File: config.mk
export PLATFORM = sky130hd
export DESIGN_NAME = rca_grid_sched_flat
export DESIGN_NICKNAME = d
export VERILOG_FILES = /design/src/rtl/rca_grid_sched_pkg.sv /design/src/rtl/rca_grid_sched_if.sv /design/src/rtl/rca_grid_sched_cfg_store.sv /design/src/rtl/rca_grid_sched.sv /design/src/flat_wrapper.sv
export SDC_FILE = /design/constraint.sdc
export NUM_CORES = 1
export LEC_CHECK = 0
export ABC_AREA = 1
export CORE_AREA = 2 2 236 215
export CTS_BUF_LIST = sky130_fd_sc_hd__clkbuf_8 sky130_fd_sc_hd__clkbuf_16
export CTS_CLUSTER_DIAMETER = 200
export DETAILED_ROUTE_END_ITERATION = 16
export DIE_AREA = 0 0 238 217
export SLEW_MARGIN = 25
export SYNTH_ARGS = -nofsm -noshare
export SYNTH_HDL_FRONTEND = slang
export SYNTH_HIERARCHICAL = 1
export SYNTH_SLANG_ARGS = --single-unit
File: constraint.sdc
create_clock -name clk_i -period 2.7 [get_ports clk_i]
set_clock_uncertainty 0.2 [all_clocks]
set_input_delay 0.405 -clock clk_i [delete_from_list [all_inputs] [get_ports clk_i]]
set_output_delay 0.405 -clock clk_i [all_outputs]
set_load 0.1 [all_outputs]
File: src/rtl/rca_grid_sched_pkg.sv
// Shared constants, config-entry layout and FSM state type for the RCA grid scheduler.
package rca_grid_sched_pkg;

  localparam int NUM_RCAS        = 4;
  localparam int GRID_NUM_ROWS   = 2;
  localparam int GRID_NUM_COLS   = 2;
  localparam int NUM_GRID_MUXES  = GRID_NUM_ROWS * GRID_NUM_COLS;
  localparam int GRID_SEL_W      = 3;
  localparam int IO_SEL_W        = 2;
  localparam int CFG_DATA_W      = 8;
  localparam int MAX_OUTSTANDING = 4;
  localparam int XLEN            = 32;

  localparam int NUM_CFG_ENTRIES = NUM_GRID_MUXES + GRID_NUM_ROWS + 1;
  localparam int RCA_W     = $clog2(NUM_RCAS);
  localparam int IDX_W     = $clog2(NUM_CFG_ENTRIES);
  localparam int ROW_W     = (GRID_NUM_ROWS > 1) ? $clog2(GRID_NUM_ROWS) : 1;
  localparam int MUX_IDX_W = (NUM_GRID_MUXES > 1) ? $clog2(NUM_GRID_MUXES) : 1;
  localparam int OUTST_W   = $clog2(MAX_OUTSTANDING + 1);

  localparam int IO_BASE          = NUM_GRID_MUXES;
  localparam int META_IDX         = NUM_GRID_MUXES + GRID_NUM_ROWS;
  localparam int IO_MODE_BIT      = CFG_DATA_W - 1;
  localparam int META_MASK_LSB    = 0;
  localparam int META_OUT_ROW_LSB = GRID_NUM_ROWS;

  localparam logic [IDX_W-1:0]   IO_BASE_V   = IDX_W'(IO_BASE);
  localparam logic [IDX_W-1:0]   META_IDX_V  = IDX_W'(META_IDX);
  localparam logic [OUTST_W-1:0] MAX_OUTST_V = OUTST_W'(MAX_OUTSTANDING);

  typedef enum logic [2:0] {
    ST_IDLE   = 3'd0,
    ST_LOAD   = 3'd1,
    ST_IO_RST = 3'd2,
    ST_READY  = 3'd3,
    ST_DRAIN  = 3'd4
  } sched_state_t;

  typedef logic [CFG_DATA_W-1:0] cfg_entry_t;

  // Entries past the meta entry do not exist; writes to them are dropped.
  function automatic logic idx_in_range(input logic [IDX_W-1:0] idx);
    return (idx <= META_IDX_V);
  endfunction

endpackage

File: src/rtl/rca_grid_sched_if.sv
// Bus bundle between the scheduler, its requester/config port and the PR grid.
interface rca_grid_sched_if;
  import rca_grid_sched_pkg::*;

  logic                                       cfg_wr_en;
  logic [RCA_W-1:0]                           cfg_wr_rca;
  logic [IDX_W-1:0]                           cfg_wr_idx;
  logic [CFG_DATA_W-1:0]                      cfg_wr_data;
  logic                                       req_valid;
  logic [RCA_W-1:0]                           req_rca;
  logic                                       req_ready;
  logic [GRID_NUM_ROWS-1:0]                   rs_data_valid;
  logic [GRID_NUM_ROWS-1:0][XLEN-1:0]         io_unit_data_out;
  logic [GRID_NUM_ROWS-1:0]                   io_unit_data_valid_out;
  logic [GRID_NUM_ROWS-1:0]                   io_fifo_pop;
  logic                                       result_valid;
  logic [XLEN-1:0]                            result_data;
  logic                                       result_ready;
  logic [NUM_GRID_MUXES-1:0][GRID_SEL_W-1:0]  grid_mux_sel;
  logic [GRID_NUM_ROWS-1:0][IO_SEL_W-1:0]     curr_io_mux_sel;
  logic [GRID_NUM_ROWS-1:0]                   io_unit_output_mode;
  logic                                       io_units_rst;
  logic                                       busy;

  modport master (
    output cfg_wr_en, cfg_wr_rca, cfg_wr_idx, cfg_wr_data,
    output req_valid, req_rca, io_unit_data_out, io_unit_data_valid_out, result_ready,
    input  req_ready, rs_data_valid, io_fifo_pop, result_valid, result_data,
    input  grid_mux_sel, curr_io_mux_sel, io_unit_output_mode, io_units_rst, busy
  );

  modport slave (
    input  cfg_wr_en, cfg_wr_rca, cfg_wr_idx, cfg_wr_data,
    input  req_valid, req_rca, io_unit_data_out, io_unit_data_valid_out, result_ready,
    output req_ready, rs_data_valid, io_fifo_pop, result_valid, result_data,
    output grid_mux_sel, curr_io_mux_sel, io_unit_output_mode, io_units_rst, busy
  );

endinterface

File: src/rtl/rca_grid_sched_cfg_store.sv
// Per-RCA configuration store: one synchronous write port, one combinational read port.
module rca_grid_sched_cfg_store
  import rca_grid_sched_pkg::*;
(
  input  logic             clk_i,
  input  logic             wr_en_i,
  input  logic [RCA_W-1:0] wr_rca_i,
  input  logic [IDX_W-1:0] wr_idx_i,
  input  cfg_entry_t       wr_data_i,
  input  logic [RCA_W-1:0] rd_rca_i,
  input  logic [IDX_W-1:0] rd_idx_i,
  output cfg_entry_t       rd_data_o
);

  // Contents survive reset so a reset controller can reload without rewriting.
  cfg_entry_t mem_q [NUM_RCAS][NUM_CFG_ENTRIES];

  always_ff @(posedge clk_i) begin
    if (wr_en_i && idx_in_range(wr_idx_i)) begin
      mem_q[wr_rca_i][wr_idx_i] <= wr_data_i;
    end
  end

  always_comb begin
    rd_data_o = '0;
    if (idx_in_range(rd_idx_i)) begin
      rd_data_o = mem_q[rd_rca_i][rd_idx_i];
    end else begin
      rd_data_o = '0;
    end
  end

endmodule

File: src/rtl/rca_grid_sched.sv
// Sequencing controller for the RCA PR grid: loads a stored configuration, gates
// operand issue, retires results from the output row and drains before switching RCAs.
module rca_grid_sched
  import rca_grid_sched_pkg::*;
(
  input  logic              clk_i,
  input  logic              rst_ni,
  rca_grid_sched_if.slave   bus
);

  sched_state_t                              state_q, state_d;
  logic [RCA_W-1:0]                          target_q, target_d;
  logic [RCA_W-1:0]                          loaded_rca_q, loaded_rca_d;
  logic                                      loaded_valid_q, loaded_valid_d;
  logic                                      dirty_q, dirty_d;
  logic [IDX_W-1:0]                          cnt_q, cnt_d;
  logic [OUTST_W-1:0]                        outst_q, outst_d;
  logic [NUM_GRID_MUXES-1:0][GRID_SEL_W-1:0] grid_sel_q, grid_sel_d;
  logic [GRID_NUM_ROWS-1:0][IO_SEL_W-1:0]    io_sel_q, io_sel_d;
  logic [GRID_NUM_ROWS-1:0]                  io_mode_q, io_mode_d;
  logic [GRID_NUM_ROWS-1:0]                  in_mask_q, in_mask_d;
  logic [ROW_W-1:0]                          out_row_q, out_row_d;

  cfg_entry_t               rd_data_s;
  logic [IDX_W-1:0]         io_off_s;
  logic                     cfg_wr_ok_s, cfg_hit_target_s, cfg_hit_loaded_s;
  logic                     req_hit_s, req_ready_s, fire_s;
  logic                     active_s, outst_zero_s, outst_room_s;
  logic                     result_valid_s, pop_s;
  logic [GRID_NUM_ROWS-1:0] pop_vec_s;
  logic                     unused_cfg_bits_s;

  rca_grid_sched_cfg_store u_cfg_store (
    .clk_i     (clk_i),
    .wr_en_i   (bus.cfg_wr_en),
    .wr_rca_i  (bus.cfg_wr_rca),
    .wr_idx_i  (bus.cfg_wr_idx),
    .wr_data_i (bus.cfg_wr_data),
    .rd_rca_i  (target_q),
    .rd_idx_i  (cnt_q),
    .rd_data_o (rd_data_s)
  );

  assign cfg_wr_ok_s      = bus.cfg_wr_en & idx_in_range(bus.cfg_wr_idx);
  assign cfg_hit_target_s = cfg_wr_ok_s & (bus.cfg_wr_rca == target_q);
  assign cfg_hit_loaded_s = cfg_wr_ok_s & (bus.cfg_wr_rca == loaded_rca_q);

  assign req_hit_s      = loaded_valid_q & (bus.req_rca == loaded_rca_q);
  assign outst_zero_s   = (outst_q == '0);
  assign outst_room_s   = (outst_q < MAX_OUTST_V);
  assign req_ready_s    = (state_q == ST_READY) & req_hit_s & outst_room_s;
  assign fire_s         = bus.req_valid & req_ready_s;
  assign active_s       = (state_q == ST_READY) | (state_q == ST_DRAIN);
  assign result_valid_s = bus.io_unit_data_valid_out[out_row_q] & ~outst_zero_s & active_s;
  assign pop_s          = result_valid_s & bus.result_ready;

  assign io_off_s          = cnt_q - IO_BASE_V;
  assign unused_cfg_bits_s = ^{rd_data_s, io_off_s};

  // Next state, load target and validity tracking.
  always_comb begin
    state_d        = state_q;
    target_d       = target_q;
    cnt_d          = cnt_q;
    dirty_d        = dirty_q;
    loaded_rca_d   = loaded_rca_q;
    loaded_valid_d = loaded_valid_q;

    if (cfg_hit_loaded_s) begin
      loaded_valid_d = 1'b0;
    end else begin
      loaded_valid_d = loaded_valid_q;
    end

    // A write racing the load means the grid may hold a stale entry.
    if (((state_q == ST_LOAD) || (state_q == ST_IO_RST)) && cfg_hit_target_s) begin
      dirty_d = 1'b1;
    end else begin
      dirty_d = dirty_q;
    end

    case (state_q)
      ST_IDLE: begin
        if (bus.req_valid) begin
          state_d        = ST_LOAD;
          target_d       = bus.req_rca;
          cnt_d          = '0;
          dirty_d        = 1'b0;
          loaded_valid_d = 1'b0;
        end else begin
          state_d = ST_IDLE;
        end
      end
      ST_LOAD: begin
        if (cnt_q == META_IDX_V) begin
          state_d = ST_IO_RST;
        end else begin
          cnt_d = cnt_q + IDX_W'(1);
        end
      end
      ST_IO_RST: begin
        state_d        = ST_READY;
        loaded_rca_d   = target_q;
        loaded_valid_d = ~(dirty_q | cfg_hit_target_s);
      end
      ST_READY: begin
        if (bus.req_valid && !req_hit_s) begin
          if (outst_zero_s) begin
            state_d        = ST_LOAD;
            target_d       = bus.req_rca;
            cnt_d          = '0;
            dirty_d        = 1'b0;
            loaded_valid_d = 1'b0;
          end else begin
            state_d = ST_DRAIN;
          end
        end else begin
          state_d = ST_READY;
        end
      end
      ST_DRAIN: begin
        if (outst_zero_s) begin
          state_d        = ST_LOAD;
          target_d       = bus.req_rca;
          cnt_d          = '0;
          dirty_d        = 1'b0;
          loaded_valid_d = 1'b0;
        end else begin
          state_d = ST_DRAIN;
        end
      end
      default: begin
        state_d        = ST_IDLE;
        loaded_valid_d = 1'b0;
      end
    endcase
  end

  // Config entry decode: each LOAD cycle lands one entry in its grid register.
  always_comb begin
    grid_sel_d = grid_sel_q;
    io_sel_d   = io_sel_q;
    io_mode_d  = io_mode_q;
    in_mask_d  = in_mask_q;
    out_row_d  = out_row_q;
    if (state_q == ST_LOAD) begin
      if (cnt_q < IO_BASE_V) begin
        grid_sel_d[cnt_q[MUX_IDX_W-1:0]] = rd_data_s[GRID_SEL_W-1:0];
      end else if (cnt_q < META_IDX_V) begin
        io_sel_d[io_off_s[ROW_W-1:0]]  = rd_data_s[IO_SEL_W-1:0];
        io_mode_d[io_off_s[ROW_W-1:0]] = rd_data_s[IO_MODE_BIT];
      end else begin
        in_mask_d = rd_data_s[META_MASK_LSB +: GRID_NUM_ROWS];
        out_row_d = rd_data_s[META_OUT_ROW_LSB +: ROW_W];
      end
    end else begin
      grid_sel_d = grid_sel_q;
    end
  end

  // Outstanding-operation count; simultaneous issue and retire cancel out.
  always_comb begin
    outst_d = outst_q;
    case ({fire_s, pop_s})
      2'b10:   outst_d = outst_q + OUTST_W'(1);
      2'b01:   outst_d = outst_q - OUTST_W'(1);
      default: outst_d = outst_q;
    endcase
  end

  always_comb begin
    pop_vec_s = '0;
    if (pop_s) begin
      pop_vec_s[out_row_q] = 1'b1;
    end else begin
      pop_vec_s = '0;
    end
  end

  // State and datapath registers.
  always_ff @(posedge clk_i or negedge rst_ni) begin
    if (!rst_ni) begin
      state_q        <= ST_IDLE;
      target_q       <= '0;
      loaded_rca_q   <= '0;
      loaded_valid_q <= 1'b0;
      dirty_q        <= 1'b0;
      cnt_q          <= '0;
      outst_q        <= '0;
      grid_sel_q     <= '0;
      io_sel_q       <= '0;
      io_mode_q      <= '0;
      in_mask_q      <= '0;
      out_row_q      <= '0;
    end else begin
      state_q        <= state_d;
      target_q       <= target_d;
      loaded_rca_q   <= loaded_rca_d;
      loaded_valid_q <= loaded_valid_d;
      dirty_q        <= dirty_d;
      cnt_q          <= cnt_d;
      outst_q        <= outst_d;
      grid_sel_q     <= grid_sel_d;
      io_sel_q       <= io_sel_d;
      io_mode_q      <= io_mode_d;
      in_mask_q      <= in_mask_d;
      out_row_q      <= out_row_d;
    end
  end

  assign bus.req_ready           = req_ready_s;
  assign bus.rs_data_valid       = fire_s ? in_mask_q : '0;
  assign bus.result_valid        = result_valid_s;
  assign bus.result_data         = result_valid_s ? bus.io_unit_data_out[out_row_q] : '0;
  assign bus.io_fifo_pop         = pop_vec_s;
  assign bus.grid_mux_sel        = grid_sel_q;
  assign bus.curr_io_mux_sel     = io_sel_q;
  assign bus.io_unit_output_mode = io_mode_q;
  assign bus.io_units_rst        = (state_q == ST_IO_RST);
  assign bus.busy                = (state_q != ST_IDLE) && (state_q != ST_READY);

endmodule

File: src/flat_wrapper.sv
// flat-port wrapper written by rule: the top's interface ports become plain ports
module rca_grid_sched_flat import rca_grid_sched_pkg::*;
  (clk_i, rst_ni, bus_cfg_wr_en, bus_cfg_wr_rca, bus_cfg_wr_idx, bus_cfg_wr_data, bus_req_valid, bus_req_rca, bus_io_unit_data_out, bus_io_unit_data_valid_out, bus_result_ready, bus_req_ready, bus_rs_data_valid, bus_io_fifo_pop, bus_result_valid, bus_result_data, bus_grid_mux_sel, bus_curr_io_mux_sel, bus_io_unit_output_mode, bus_io_units_rst, bus_busy);
  rca_grid_sched_if bus_i ();
  input  logic clk_i;
  input  logic rst_ni;
  input wire logic [$bits(bus_i.cfg_wr_en)-1:0] bus_cfg_wr_en;
  input wire logic [$bits(bus_i.cfg_wr_rca)-1:0] bus_cfg_wr_rca;
  input wire logic [$bits(bus_i.cfg_wr_idx)-1:0] bus_cfg_wr_idx;
  input wire logic [$bits(bus_i.cfg_wr_data)-1:0] bus_cfg_wr_data;
  input wire logic [$bits(bus_i.req_valid)-1:0] bus_req_valid;
  input wire logic [$bits(bus_i.req_rca)-1:0] bus_req_rca;
  input wire logic [$bits(bus_i.io_unit_data_out)-1:0] bus_io_unit_data_out;
  input wire logic [$bits(bus_i.io_unit_data_valid_out)-1:0] bus_io_unit_data_valid_out;
  input wire logic [$bits(bus_i.result_ready)-1:0] bus_result_ready;
  output wire logic [$bits(bus_i.req_ready)-1:0] bus_req_ready;
  output wire logic [$bits(bus_i.rs_data_valid)-1:0] bus_rs_data_valid;
  output wire logic [$bits(bus_i.io_fifo_pop)-1:0] bus_io_fifo_pop;
  output wire logic [$bits(bus_i.result_valid)-1:0] bus_result_valid;
  output wire logic [$bits(bus_i.result_data)-1:0] bus_result_data;
  output wire logic [$bits(bus_i.grid_mux_sel)-1:0] bus_grid_mux_sel;
  output wire logic [$bits(bus_i.curr_io_mux_sel)-1:0] bus_curr_io_mux_sel;
  output wire logic [$bits(bus_i.io_unit_output_mode)-1:0] bus_io_unit_output_mode;
  output wire logic [$bits(bus_i.io_units_rst)-1:0] bus_io_units_rst;
  output wire logic [$bits(bus_i.busy)-1:0] bus_busy;
  assign bus_i.cfg_wr_en = bus_cfg_wr_en;
  assign bus_i.cfg_wr_rca = bus_cfg_wr_rca;
  assign bus_i.cfg_wr_idx = bus_cfg_wr_idx;
  assign bus_i.cfg_wr_data = bus_cfg_wr_data;
  assign bus_i.req_valid = bus_req_valid;
  assign bus_i.req_rca = bus_req_rca;
  assign bus_i.io_unit_data_out = bus_io_unit_data_out;
  assign bus_i.io_unit_data_valid_out = bus_io_unit_data_valid_out;
  assign bus_i.result_ready = bus_result_ready;
  assign bus_req_ready = bus_i.req_ready;
  assign bus_rs_data_valid = bus_i.rs_data_valid;
  assign bus_io_fifo_pop = bus_i.io_fifo_pop;
  assign bus_result_valid = bus_i.result_valid;
  assign bus_result_data = bus_i.result_data;
  assign bus_grid_mux_sel = bus_i.grid_mux_sel;
  assign bus_curr_io_mux_sel = bus_i.curr_io_mux_sel;
  assign bus_io_unit_output_mode = bus_i.io_unit_output_mode;
  assign bus_io_units_rst = bus_i.io_units_rst;
  assign bus_busy = bus_i.busy;
  rca_grid_sched u_core (.clk_i(clk_i), .rst_ni(rst_ni), .bus(bus_i));
endmodule
==> impl_metrics.ini <==
[run_status]
status = complete, no violations

[global_route]
grt_pass1_wl_mm = 33.13
grt_pass1_vias = 6128
grt_max_degree = 57
overflow = 0
antenna_found_initial = 3
grtUsageTotal_pct = 8.229

[sta]
finalHoldViolations = 0
hold-worst-slack_ns = 0.2775
fmax_mhz = 374.4
rsz0062_at_grt = yes
tns_ns = 0
slew_headroom_pct = 41.44
tightest_slew_ns = 0.8784
period_needed_ns = 2.671
period_share_pct = 98.92
setup_viol = 0
maxSlewViolCount = 0

[worst_setup_path]
worstPathArrival_ns = 2.07
worstSetupEndpointType = output pin
slowest_stage = dfrtp_2
crit_path_max_fanout = 17
critPathKind = flop to output pin
critPathLaunchType = flop
crit_chain = nor2_4 > inv_2 > o21ai_4 > nand3_4 > clkbuf_16 > a21oi_2 > buf_12
slowest_delay_ns = 0.44
required_ns = 2.10

[clocking]
htree_num_levels = 4
clkTransAtPathRegs_ns = 0.07
clk_latency_ns = 0.41
cts.sinks = 148
root_buffer = clkbuf_16
post_cts_buffers = 0
cts_buffers = 17
cts_buffer_depth = 2
cts_tree = built

[layout]
register_area_sq_um = 4265
area_growth_pct = 43.01
fill_cells = 5338
final_nets = 1087
drive_gt1_share_pct = 16.17
multi_input_area_sq_um = 2581
final_area_sq_um = 10730

[drt]
via_count = 6207
drt_iter0_drc = 504
wl_mm = 21.85
ant_nets = 0
viasPerCell = 3.764
drc = 0
wl_per_cell_microns = 13.25
drt-pass1-iter-count = 5

[synth]
yosysWarnings = 6
syn-num-nets = 959
syn_inst = 867
syn-cell-area_sq_um = 7500
postSynthAreaPerCell_sq_um = 8.650

[job]
maxCapViolCount = 0

[pwr]
ir_drop_v = 0.0005911
leakagePower_nw = 4.417
power_mw = 10.53
cellPowerDensity_nw_per_um2 = 981.9

[placement]
place_area_sq_um = 9988
port_buffers = 139
detailed_place_hpwl_mm = 15.26
gp_congestion = 0.7683

[die]
core_area_sq_um = 49580
die_x_microns = 238
start_util_pct = 15.13
rows = 78
io_pins = 144
dieArea_sq_um = 51650
dieHeight_microns = 217

[hold_path]
hold_path_class = flop to flop
## state kept, by name, indices dropped and copies added, names as in the netlist
name                            cells
u_core/bus.curr_io_mux_sel          4
u_core/bus.grid_mux_sel            12
u_core/bus.io_unit_output_mode      2
u_core/cnt_q                        3
u_core/dirty_q                      1
u_core/in_mask_q                    2
u_core/loaded_rca_q                 2
u_core/loaded_valid_q               1
u_core/out_row_q                    1
u_core/outst_q                      3
u_core/state_q                      3
u_core/target_q                     2
u_core/u_cfg_store/mem_q          112
## layout make-up
| class | count | area share (%) |
|---|---|---|
| Antenna cell | 1 | 0.02333 |
| Clock buffer | 17 | 3.966 |
| Clock inverter | 15 | 1.587 |
| Inverter | 132 | 4.643 |
| Multi-Input combinational cell | 535 | 24.07 |
| Sequential cell | 148 | 39.77 |
| Tap cell | 640 | 7.466 |
| Timing Repair Buffer | 161 | 18.48 |
## cells in the final DEF, fill, tap and decap left out, types with 2 or more instances in the layout
cell type / count
buf_12: 43
inv_6: 5
buf_4: 34
clkdlybuf4s50_1: 80
o21ai_1: 14
nand3_1: 75
inv_2: 4
inv_1: 125
xnor2_1: 6
inv_8: 3
nor2_1: 55
clkinvlp_4: 2
nor3_2: 2
nand4_1: 5
a21oi_4: 6
nor2_2: 2
o21ai_0: 27
nand2_2: 3
edfxtp_1: 112
a21oi_1: 5
clkinv_1: 3
dfrtp_1: 35
bufinv_16: 2
a31oi_1: 3
nor2_4: 4
a21oi_2: 24
nand2_1: 291
clkbuf_16: 19
ha_1: 4
## power breakdown
part	leakage [nW]	switching, mW	internal [mW]
Clock	0.288	1.00	1.39
Combinational	2.65	3.75	1.50
Sequential	1.48	0.192	2.70
Total	4.42	4.94	5.59
## final timing paths
path                                          startpoint                                endpoint  slack (ns)  cells after the start
setup / recovery           u_core/state_q[0]$_DFFE_PN0P_                      bus_result_data[9]        0.03                      7
hold / removal             u_core/outst_q[0]$_DFFE_PN0P_           u_core/outst_q[0]$_DFFE_PN0P_        0.28                      1
setup reg to reg           u_core/state_q[0]$_DFFE_PN0P_           u_core/outst_q[2]$_DFFE_PN0P_        0.23                     11
hold reg to reg            u_core/outst_q[0]$_DFFE_PN0P_           u_core/outst_q[0]$_DFFE_PN0P_        0.28                      1
max in group asynchronous                         rst_ni           u_core/state_q[0]$_DFFE_PN0P_        1.23                      2
min in group asynchronous                         rst_ni  u_core/bus.grid_mux_sel[1]$_DFFE_PN0P_        0.46                      2
## worst max-delay path, delay by kind of cell, from the launching register on
kind            cells  cell delay, ns
buf+inv             3            0.51
flops               1            0.44
compound gates      2            0.36
simple gates        2            0.33
## layer usage
metal | global-route usage (%) | vias up | share of wire (%)
met4 | 1.292 | 4 | 0.65
met3 | 3.463 | 12 | 12
li1 | - | 2998 | -
met5 | 0 | - | 0.12
met2 | 14.32 | 267 | 48
met1 | 9.579 | 2926 | 40
## through the flow
stage	std cells	setup WS [ns]	utilization, %
after CTS	1646	0.008056	21.43
after global placement	1613	-0.03698	20.15
after detailed placement	1613	0.02251	20.15
final	1649	0.02905	21.63
after floorplan	867	-0.3807	-
after global routing	1648	-0.05341	21.63
## what timing repair did
action	4_1_cts	5_1_grt
endpoints found under the setup margin	35	12
gates resized for setup	6	9
hold endpoints to repair	36	0
cloned	0	2
hold buffers	1	0
pin swaps	0	3
(Power assumes the default switching activity.)
